[src/rtl/t2b_decoder_if.sv]
`default_nettype none
// ============================================================================
//  Module      : t2b_decoder_if
//  Description : Input/output handshake bundle of the thermometer-to-binary
//                decoder. The slave side is the decoder; the master side is the
//                producer/consumer environment.
//  Revision    : 1.0 - initial release
// ============================================================================
interface t2b_decoder_if #(
    parameter int BIN_WIDTH   = 3,
    parameter int THERM_WIDTH = 8
);
    logic                   in_valid;
    logic                   in_ready;
    logic [THERM_WIDTH-1:0] therm_in;
    logic                   out_valid;
    logic                   out_ready;
    logic [BIN_WIDTH-1:0]   bin_out;
    logic                   bubble_err;
    logic                   underflow;
    logic                   cnt_clr;
    logic [7:0]             bubble_cnt;

    modport slave (
        input  in_valid, therm_in, out_ready, cnt_clr,
        output in_ready, out_valid, bin_out, bubble_err, underflow, bubble_cnt
    );

    modport master (
        output in_valid, therm_in, out_ready, cnt_clr,
        input  in_ready, out_valid, bin_out, bubble_err, underflow, bubble_cnt
    );
endinterface
`default_nettype wire

[src/rtl/t2b_decoder.sv]
`default_nettype none
// ============================================================================
//  Module      : t2b_decoder
//  Description : Two-stage pipelined thermometer-to-binary decoder with bubble
//                detection, saturating bubble counter and valid/ready flow.
//                Define T2B_BUBBLE_CORR_EN to enable 3-input majority bubble
//                correction ahead of the priority encoder.
//  Revision    : 1.0 - initial release
// ============================================================================
module t2b_decoder #(
    parameter int BIN_WIDTH   = 3,
    parameter int THERM_WIDTH = 8   // must equal 2**BIN_WIDTH
) (
    input  wire logic        clk,
    input  wire logic        rst,
    t2b_decoder_if.slave     bus
);

    localparam logic [7:0] c_cnt_max = 8'hFF;

    // Stage S1: raw word
    logic                   r_s1_valid;
    logic [THERM_WIDTH-1:0] r_s1_word;

    // Stage S2: decode result
    logic                   r_out_valid;
    logic [BIN_WIDTH-1:0]   r_bin_out;
    logic                   r_bubble_err;
    logic                   r_underflow;
    logic [7:0]             r_bubble_cnt;

    logic                   w_s2_adv;
    logic                   w_in_ready;
    logic                   w_out_xfer;
    logic [THERM_WIDTH-1:0] w_corr;
    logic [BIN_WIDTH-1:0]   w_enc;
    logic                   w_underflow;
    logic                   w_bubble;

    assign w_s2_adv   = !r_out_valid || bus.out_ready;
    assign w_in_ready = !r_s1_valid || w_s2_adv;
    assign w_out_xfer = r_out_valid && bus.out_ready;

    // Legal codes are 2**k-1 with k>=1, i.e. nonzero and w & (w+1) == 0.
    assign w_bubble = (|r_s1_word) &&
                      (|(r_s1_word & (r_s1_word + THERM_WIDTH'(1))));

`ifdef T2B_BUBBLE_CORR_EN
    logic [THERM_WIDTH+1:0] w_ext;
    assign w_ext = {1'b0, r_s1_word, 1'b1};

    for (genvar gi = 0; gi < THERM_WIDTH; gi++) begin : g_corr
        assign w_corr[gi] = (w_ext[gi]   & w_ext[gi+1]) |
                            (w_ext[gi]   & w_ext[gi+2]) |
                            (w_ext[gi+1] & w_ext[gi+2]);
    end
`else
    assign w_corr = r_s1_word;
`endif

    always_comb begin
        w_enc = '0;
        for (int i = 0; i < THERM_WIDTH; i++) begin
            if (w_corr[i]) begin
                w_enc = BIN_WIDTH'(i);
            end
        end
    end

    assign w_underflow = ~|w_corr;

    always_ff @(posedge clk or posedge rst) begin
        if (rst) begin
            r_s1_valid <= 1'b0;
            r_s1_word  <= '0;
        end else if (w_in_ready) begin
            // When S1 is being drained and nothing arrives it empties.
            r_s1_valid <= bus.in_valid;
            if (bus.in_valid) begin
                r_s1_word <= bus.therm_in;
            end
        end
    end

    always_ff @(posedge clk or posedge rst) begin
        if (rst) begin
            r_out_valid  <= 1'b0;
            r_bin_out    <= '0;
            r_bubble_err <= 1'b0;
            r_underflow  <= 1'b0;
        end else if (w_s2_adv) begin
            r_out_valid <= r_s1_valid;
            if (r_s1_valid) begin
                r_bin_out    <= w_enc;
                r_bubble_err <= w_bubble;
                r_underflow  <= w_underflow;
            end
        end
    end

    always_ff @(posedge clk or posedge rst) begin
        if (rst) begin
            r_bubble_cnt <= '0;
        end else if (bus.cnt_clr) begin
            r_bubble_cnt <= '0;
        end else if (w_out_xfer && r_bubble_err && (r_bubble_cnt != c_cnt_max)) begin
            r_bubble_cnt <= r_bubble_cnt + 8'd1;
        end
    end

    assign bus.in_ready   = w_in_ready;
    assign bus.out_valid  = r_out_valid;
    assign bus.bin_out    = r_bin_out;
    assign bus.bubble_err = r_bubble_err;
    assign bus.underflow  = r_underflow;
    assign bus.bubble_cnt = r_bubble_cnt;

endmodule
`default_nettype wire

[src/flat_wrapper.sv]
// flat-port wrapper written by rule: the top's interface ports become plain ports
module t2b_decoder_flat 
#(
    parameter int BIN_WIDTH   = 3,
    parameter int THERM_WIDTH = 8                             
)
  (clk, rst, bus_in_valid, bus_therm_in, bus_out_ready, bus_cnt_clr, bus_in_ready, bus_out_valid, bus_bin_out, bus_bubble_err, bus_underflow, bus_bubble_cnt);
  t2b_decoder_if #(.BIN_WIDTH(BIN_WIDTH), .THERM_WIDTH(THERM_WIDTH)) bus_i ();
  input  wire logic clk;
  input  wire logic rst;
  input wire logic [$bits(bus_i.in_valid)-1:0] bus_in_valid;
  input wire logic [$bits(bus_i.therm_in)-1:0] bus_therm_in;
  input wire logic [$bits(bus_i.out_ready)-1:0] bus_out_ready;
  input wire logic [$bits(bus_i.cnt_clr)-1:0] bus_cnt_clr;
  output wire logic [$bits(bus_i.in_ready)-1:0] bus_in_ready;
  output wire logic [$bits(bus_i.out_valid)-1:0] bus_out_valid;
  output wire logic [$bits(bus_i.bin_out)-1:0] bus_bin_out;
  output wire logic [$bits(bus_i.bubble_err)-1:0] bus_bubble_err;
  output wire logic [$bits(bus_i.underflow)-1:0] bus_underflow;
  output wire logic [$bits(bus_i.bubble_cnt)-1:0] bus_bubble_cnt;
  assign bus_i.in_valid = bus_in_valid;
  assign bus_i.therm_in = bus_therm_in;
  assign bus_i.out_ready = bus_out_ready;
  assign bus_i.cnt_clr = bus_cnt_clr;
  assign bus_in_ready = bus_i.in_ready;
  assign bus_out_valid = bus_i.out_valid;
  assign bus_bin_out = bus_i.bin_out;
  assign bus_bubble_err = bus_i.bubble_err;
  assign bus_underflow = bus_i.underflow;
  assign bus_bubble_cnt = bus_i.bubble_cnt;
  t2b_decoder #(.BIN_WIDTH(BIN_WIDTH), .THERM_WIDTH(THERM_WIDTH)) u_core (.clk(clk), .rst(rst), .bus(bus_i));
endmodule
[config.mk]
export PLATFORM = sky130hd
export DESIGN_NAME = t2b_decoder_flat
export DESIGN_NICKNAME = d
export VERILOG_FILES = /design/src/rtl/t2b_decoder_if.sv /design/src/rtl/t2b_decoder.sv /design/src/flat_wrapper.sv
export SDC_FILE = /design/constraint.sdc
export NUM_CORES = 1
export LEC_CHECK = 0
export ABC_AREA = 1
export BUFFER_PORTS_ARGS = -buffer_cell sky130_fd_sc_hd__buf_2
export CAP_MARGIN = 30
export CORE_MARGIN = 5
export CORE_UTILIZATION = 52
export DETAILED_ROUTE_END_ITERATION = 7
export GPL_ROUTABILITY_DRIVEN = 0
export PLACE_DENSITY_LB_ADDON = 0.12
export RECOVER_POWER = 25
export SKIP_CTS_REPAIR_TIMING = 1
export SLEW_MARGIN = 20
export SYNTH_ARGS = -nofsm -noshare
export SYNTH_HDL_FRONTEND = slang
export SYNTH_SLANG_ARGS = --single-unit
[constraint.sdc]
create_clock -name clk -period 2.4 [get_ports clk]
set_clock_uncertainty 0.15 [all_clocks]
set_input_delay 0.48 -clock clk [delete_from_list [all_inputs] [get_ports clk]]
set_output_delay 0.48 -clock clk [all_outputs]
set_load 0.005 [all_outputs]
==> results of run 1 <==
final cells by class:
cell class / instances / area, um^2 / share of cell area
sequential: 23 / 576 / 0.421
multi-input combinational: 109 / 510 / 0.374
timing repair buffer: 28 / 139 / 0.102
inverter: 21 / 80.1 / 0.0586
tap: 28 / 35.0 / 0.0256
clock buffer: 4 / 26.3 / 0.0192
registers in the layout, indices dropped and copies added, names as in the netlist:
| register | flops |
|---|---|
| u_core.bus.bubble_cnt | 8 |
| u_core.r_s1_word | 8 |
| u_core.bus.bin_out | 3 |
| u_core.bus.bubble_err | 1 |
| u_core.bus.out_valid | 1 |
| u_core.bus.underflow | 1 |
| u_core.r_s1_valid | 1 |
cell usage in the layout, fill, tap and decap left out, drive strengths merged:
cell type  instances
nand2             45
nor2              28
buf               27
dfrtp             23
inv               20
nand3             12
a21oi             11
o21ai              7
clkbuf             5
clkinv             1
nor3b              1
xor2               1
a31oi              1
o31ai              1
nand4              1
ha                 1
worst max path at each step:
stage                              from                        to  slack, ns  cells past startpoint
2_1_floorplan  u_core.bus.bubble_cnt[0]  u_core.bus.bubble_cnt[7]       1.01                      9
3_3_place_gp              bus_out_ready              bus_in_ready       0.88                      4
3_5_place_dp              bus_out_ready              bus_in_ready       0.83                      4
4_1_cts            u_core.bus.out_valid              bus_in_ready       0.72                      2
5_1_grt            u_core.bus.out_valid              bus_in_ready       0.68                      2
6_report           u_core.bus.out_valid              bus_in_ready       0.74                      2
cells by family (layout without fill, tap and decap cells):
kind of cell | count (synthesis) | count (layout) | synth area share
AOI/OAI and AO/OA | 20 | 20 | 0.0885
xor gates and xnor gates | 1 | 1 | 0.00746
adders and majority gates | 1 | 1 | 0.0107
buffers and inverters | 22 | 53 | 0.0746
DFF | 23 | 23 | 0.490
and+or+nand+nor | 87 | 87 | 0.328
report_power, final:
group,internal [mW],total [mW],switching [mW],leakage (nW)
combinational,0.0686,0.180,0.112,0.409
sequential,0.434,0.469,0.0344,0.280
clock,0.0646,0.173,0.109,0.0150
routing by layer:
metal | routed length, um | vias to the layer above | track usage
li1 | - | 545 | -
met1 | 918 | 498 | 0.154
met2 | 1420 | 15 | 0.335
met3 | 94 | 2 | 0.0204
met4 | 16 | 0 | 0.0298
met5 | 0 | - | 0
stage by stage:
step           std cells  worst slack [ns]  instance area, um^2  power, mW
2_1_floorplan        154              1.01                 1170      0.590
3_3_place_gp         209             0.881                 1340      0.652
3_5_place_dp         209             0.833                 1340      0.660
4_1_cts              213             0.720                 1370      0.835
5_1_grt              213             0.676                 1370      0.880
6_report             213             0.738                 1370      0.822
worst reg2reg max path, cell delays in order, from the launching register on:
cell and delay, ns:
dfrtp_1 0.45, ha_1 0.22, nand2_2 0.13, nor2_4 0.05, nand2_2 0.08, nand2_2 0.06, nand2_4 0.09, clkinv_2 0.08
nand2_1 0.06, nand2_1 0.05
==> impl_metrics.tcl, run 1 <==
set metrics [dict create \
    critPathArrivalTime_ns 1.03 \
    slew_headroom 0.177 \
    grt_setup_unrepaired "false" \
    area_growth_syn_to_layout_pct 16.4 \
    hold_depth 3 \
    drt_iter0_drc 29 \
    final-setup-viol-count 0 \
    cpLargestDelayFamily "flip-flops" \
    r2r_cells 9 \
    fin_crit_sh 0.693 \
    port_buffers 27 \
    worstHoldStart "bus_therm_in[7]" \
    powerDensity_mw_per_mm2 602 \
    worstSetupEndpointType "output pin" \
    leakage_nw 0.704 \
    hold_violations 0 \
    rrSetupSlack_ns 0.87 \
    drc_errors 0 \
    synth_common_cells "40 x nand2_1, 26 x nor2_1, 23 x dfrtp_1, 15 x inv_1" \
    routed_wl_mm 2.45 \
    grt_start_max_net_pins 24 \
    min_path_type "input pin to flip-flop" \
    wl_per_cell_um 11.5 \
    fp.coreArea_mm2 0.00219 \
    rows 17 \
    yosys.area.top_type_share 0.490 \
    drv_slew 0 \
    cp-start-kind "flip-flop" \
    cts_buffers 3 \
    grt_pass1_vias 1039 \
    clock_sinks 23 \
    fmaxAchievable_mhz 602 \
    min_to "u_core.r_s1_word[7]" \
    fin_tns_setup_ns 0 \
    ys_seq_elements 23 \
    slowest_delay_ns 0.44 \
    yosys_warnings 0 \
    die_w_um 57.5 \
    n_fill_cell 193 \
    hold_ws_ns 0.262 \
    die_height_um 57.5 \
    postLayoutCoreUtil 0.624 \
    drive_above_1_share 0.238 \
    clock_path_buffers 2 \
    critPathRequiredTime_ns 1.77 \
    vdd_drop_max_mv 0.402 \
    synthArstFlopShare 1.00 \
    vias 1060 \
    yosysTopAreaCell "dfrtp_1" \
    path_buf_inv 1 \
    cp_slowest_cell "dfrtp_1" \
    worstSkewPairLatency_ns 0.30 \
    grt_overflow 0 \
    status "finished clean" \
    maxCapViolCount 0 \
    r2r-end "u_core.bus.bubble_cnt[7]" \
    synth_ff_type "dfrtp_1" \
    synth_cells 154 \
    timing.rr.start "u_core.bus.bubble_cnt[1]" \
    yosysSeqAreaShare 0.490 \
    crit_type "flip-flop to output pin" \
    via_per_inst 4.98 \
    h-tree-depth 1 \
    place_hpwl_mm 1.93 \
    track_usage 0.157 \
    worstPathCellList "nand3_2 > buf_2" \
    syn_area_mm2 0.00117 \
    io_pins 28 \
    synth_fp_nets 168 \
    finalCriticalPeriod_ns 1.66 \
    syn_area_per_cell_um2 7.62 \
    fin_nets 200 \
    fp.dieArea_mm2 0.00331 \
    root_buffer "clkbuf_4" \
    synth.distinct_cells 21 \
    yosys-top-cells-area "dfrtp_1 49%, nand2_1 13%, nor2_1 8.3%" \
    drtPass1Iterations 4 \
    synth-edff-count 0 \
    initial_core_util 0.536 \
    antenna_found_initial 0 \
    clkSlewWorstSetupHoldPaths_ns 0.12 \
    diodes 0 \
    yosysMostFrequentCell "nand2_1" \
    final_antenna_net_count 0 \
    critical_path.max_fanout 4 \
    max_slew.worst_pin.slew_ns 1.23 \
    cts_tree "built" \
    grt_pass1_wl_mm 4.17 \
]
Power figures use the tool's default switching activity.
==> run 2: changes to the inputs <==
==> constraint.sdc (replaced) <==
create_clock -name clk -period 1.68 [get_ports clk]
set_clock_uncertainty 0.15 [all_clocks]
set_input_delay 0.336 -clock clk [delete_from_list [all_inputs] [get_ports clk]]
set_output_delay 0.336 -clock clk [all_outputs]
set_load 0.005 [all_outputs]
==> impl_metrics.tcl, run 2 (same netlist as run 1, synthesis figures left out) <==
set metrics [dict create \
    fin_crit_sh 0.908 \
    layout_commonest_cell "nand2_1" \
    power_mw 1.17 \
    n_fill_cell 212 \
    setup.worst_path.start "u_core.bus.bubble_cnt[1]" \
    drc_errors 0 \
    min_path_type "input pin to flip-flop" \
    cts_buffers 3 \
    clkSlewWorstSetupHoldPaths_ns 0.12 \
    final_area_mm2 0.00138 \
    cts_tree "built" \
    grt_pass1_wl_mm 3.94 \
    leakage_nw 0.712 \
    grt_overflow 0 \
    place_hpwl_mm 1.83 \
    clock_sinks 23 \
    drive_above_1_share 0.242 \
    worstSetupEndpointType "flip-flop" \
    drt_iter0_drc 28 \
    antenna_found_initial 0 \
    rows 17 \
    wl_per_cell_um 10.9 \
    hold_depth 3 \
    cp-start-kind "flip-flop" \
    fin_tns_setup_ns 0 \
    slowest_delay_ns 0.44 \
    drv_slew 0 \
    max_slew.worst_pin.slew_ns 0.574 \
    timing.rr.start "u_core.bus.bubble_cnt[1]" \
    final-setup-viol-count 0 \
    area_growth_syn_to_layout_pct 17.4 \
    routed_wl_mm 2.34 \
    worstPathCellList "ha_1 > nand2_2 > nor2_4 > nand2_2 > nand2_2 > nand2_4 > clkinv_2 > nand2_1 > nand2_1" \
    via_per_inst 4.88 \
    crit_path_frequent_cell "nand2_2" \
    slew_headroom 0.617 \
    grt_pass1_vias 951 \
    die_height_um 57.5 \
    h-tree-depth 1 \
    die_w_um 57.5 \
    crit_type "flip-flop to flip-flop" \
    cp_slowest_cell "dfrtp_1" \
    mostFrequentLayoutCells "40 x nand2_1, 27 x buf_2, 26 x nor2_1, 23 x dfrtp_1, 15 x inv_1" \
    track_usage 0.151 \
    vdd_drop_max_mv 0.589 \
    fmaxAchievable_mhz 655 \
    final_antenna_net_count 0 \
    io_pins 28 \
    critical_path.max_fanout 6 \
    hold_violations 0 \
    powerDensity_mw_per_mm2 850 \
    cp-endpoint "u_core.bus.bubble_cnt[7]" \
    fp.coreArea_mm2 0.00219 \
    port_buffers 27 \
    root_buffer "clkbuf_4" \
    clock_path_buffers 2 \
    placed_area_mm2 0.00134 \
    maxCapViolCount 0 \
    finalCriticalPeriod_ns 1.53 \
    fp.dieArea_mm2 0.00331 \
    initial_core_util 0.536 \
    drtPass1Iterations 4 \
    setup_slack_ns 0.154 \
    dp_slack_ns 0.178 \
    r2r-end "u_core.bus.bubble_cnt[7]" \
    critPathRequiredTime_ns 1.73 \
    status "finished clean" \
    worstSkewPairLatency_ns 0.30 \
    fin_nets 201 \
    grt_setup_unrepaired "false" \
    r2r_cells 9 \
    vias 1045 \
    grt_start_max_net_pins 24 \
    diodes 0 \
    critPathArrivalTime_ns 1.58 \
    rrSetupSlack_ns 0.15 \
]
==> run 2: changes by cell type in the layout (fill, tap and decap cells not counted) <==
cell	before	now
clkbuf_1	2	1
clkbuf_2	0	1
dlygate4sd3_1	0	1
==> run 2: final cells by class <==
| type | instances | area (um^2) | share of cell area |
|---|---|---|---|
| Timing Repair Buffer | 29 | 150 | 0.109 |
| Clock buffer | 4 | 26.3 | 0.0191 |
| Sequential cell | 23 | 576 | 0.418 |
| Inverter | 21 | 80.1 | 0.0581 |
| Tap cell | 28 | 35.0 | 0.0254 |
| Multi-Input combinational cell | 109 | 510 | 0.371 |
==> run 2: how the worst min path moves through the flow <==
stage | startpoint | endpoint | slack [ns]
floorplan | rst | u_core.bus.bin_out[0] | 0.19
global placement | rst | u_core.bus.bubble_cnt[6] | 0.23
detailed placement | rst | u_core.bus.bubble_cnt[4] | 0.24
CTS | rst | u_core.r_s1_word[4] | -0.10
global route | bus_therm_in[7] | u_core.r_s1_word[7] | 0.09
finish | bus_therm_in[7] | u_core.r_s1_word[7] | 0.10
==> run 2: per-layer routing <==
metal	global-route usage	wire, um	vias to the layer above
li1	-	-	547
met1	0.179	989	480
met2	0.274	1250	16
met3	0.0226	93	2
met4	0.0497	13	0
met5	0	0	-
==> run 2: power breakdown <==
| part | switching [mW] | leakage, nW | internal [mW] |
|---|---|---|---|
| logic | 0.157 | 0.416 | 0.0997 |
| clock network | 0.156 | 0.0150 | 0.0925 |
| registers | 0.0456 | 0.280 | 0.620 |
==> run 2: critical path: cells and delay by family (launching register included) <==
| family | cells | cell delay (ns) |
|---|---|---|
| buf+inv | 1 | 0.08 |
| flops | 1 | 0.44 |
| simple gates | 7 | 0.50 |
| fa+ha+maj | 1 | 0.23 |
==> run 2: per-stage QoR <==
stage,cells,hold WS [ns],util
finish,214,0.105,0.629
global route,214,0.0854,0.629
CTS,213,-0.101,0.625
detailed placement,209,0.245,0.613
global placement,209,0.234,0.613
floorplan,154,0.188,-
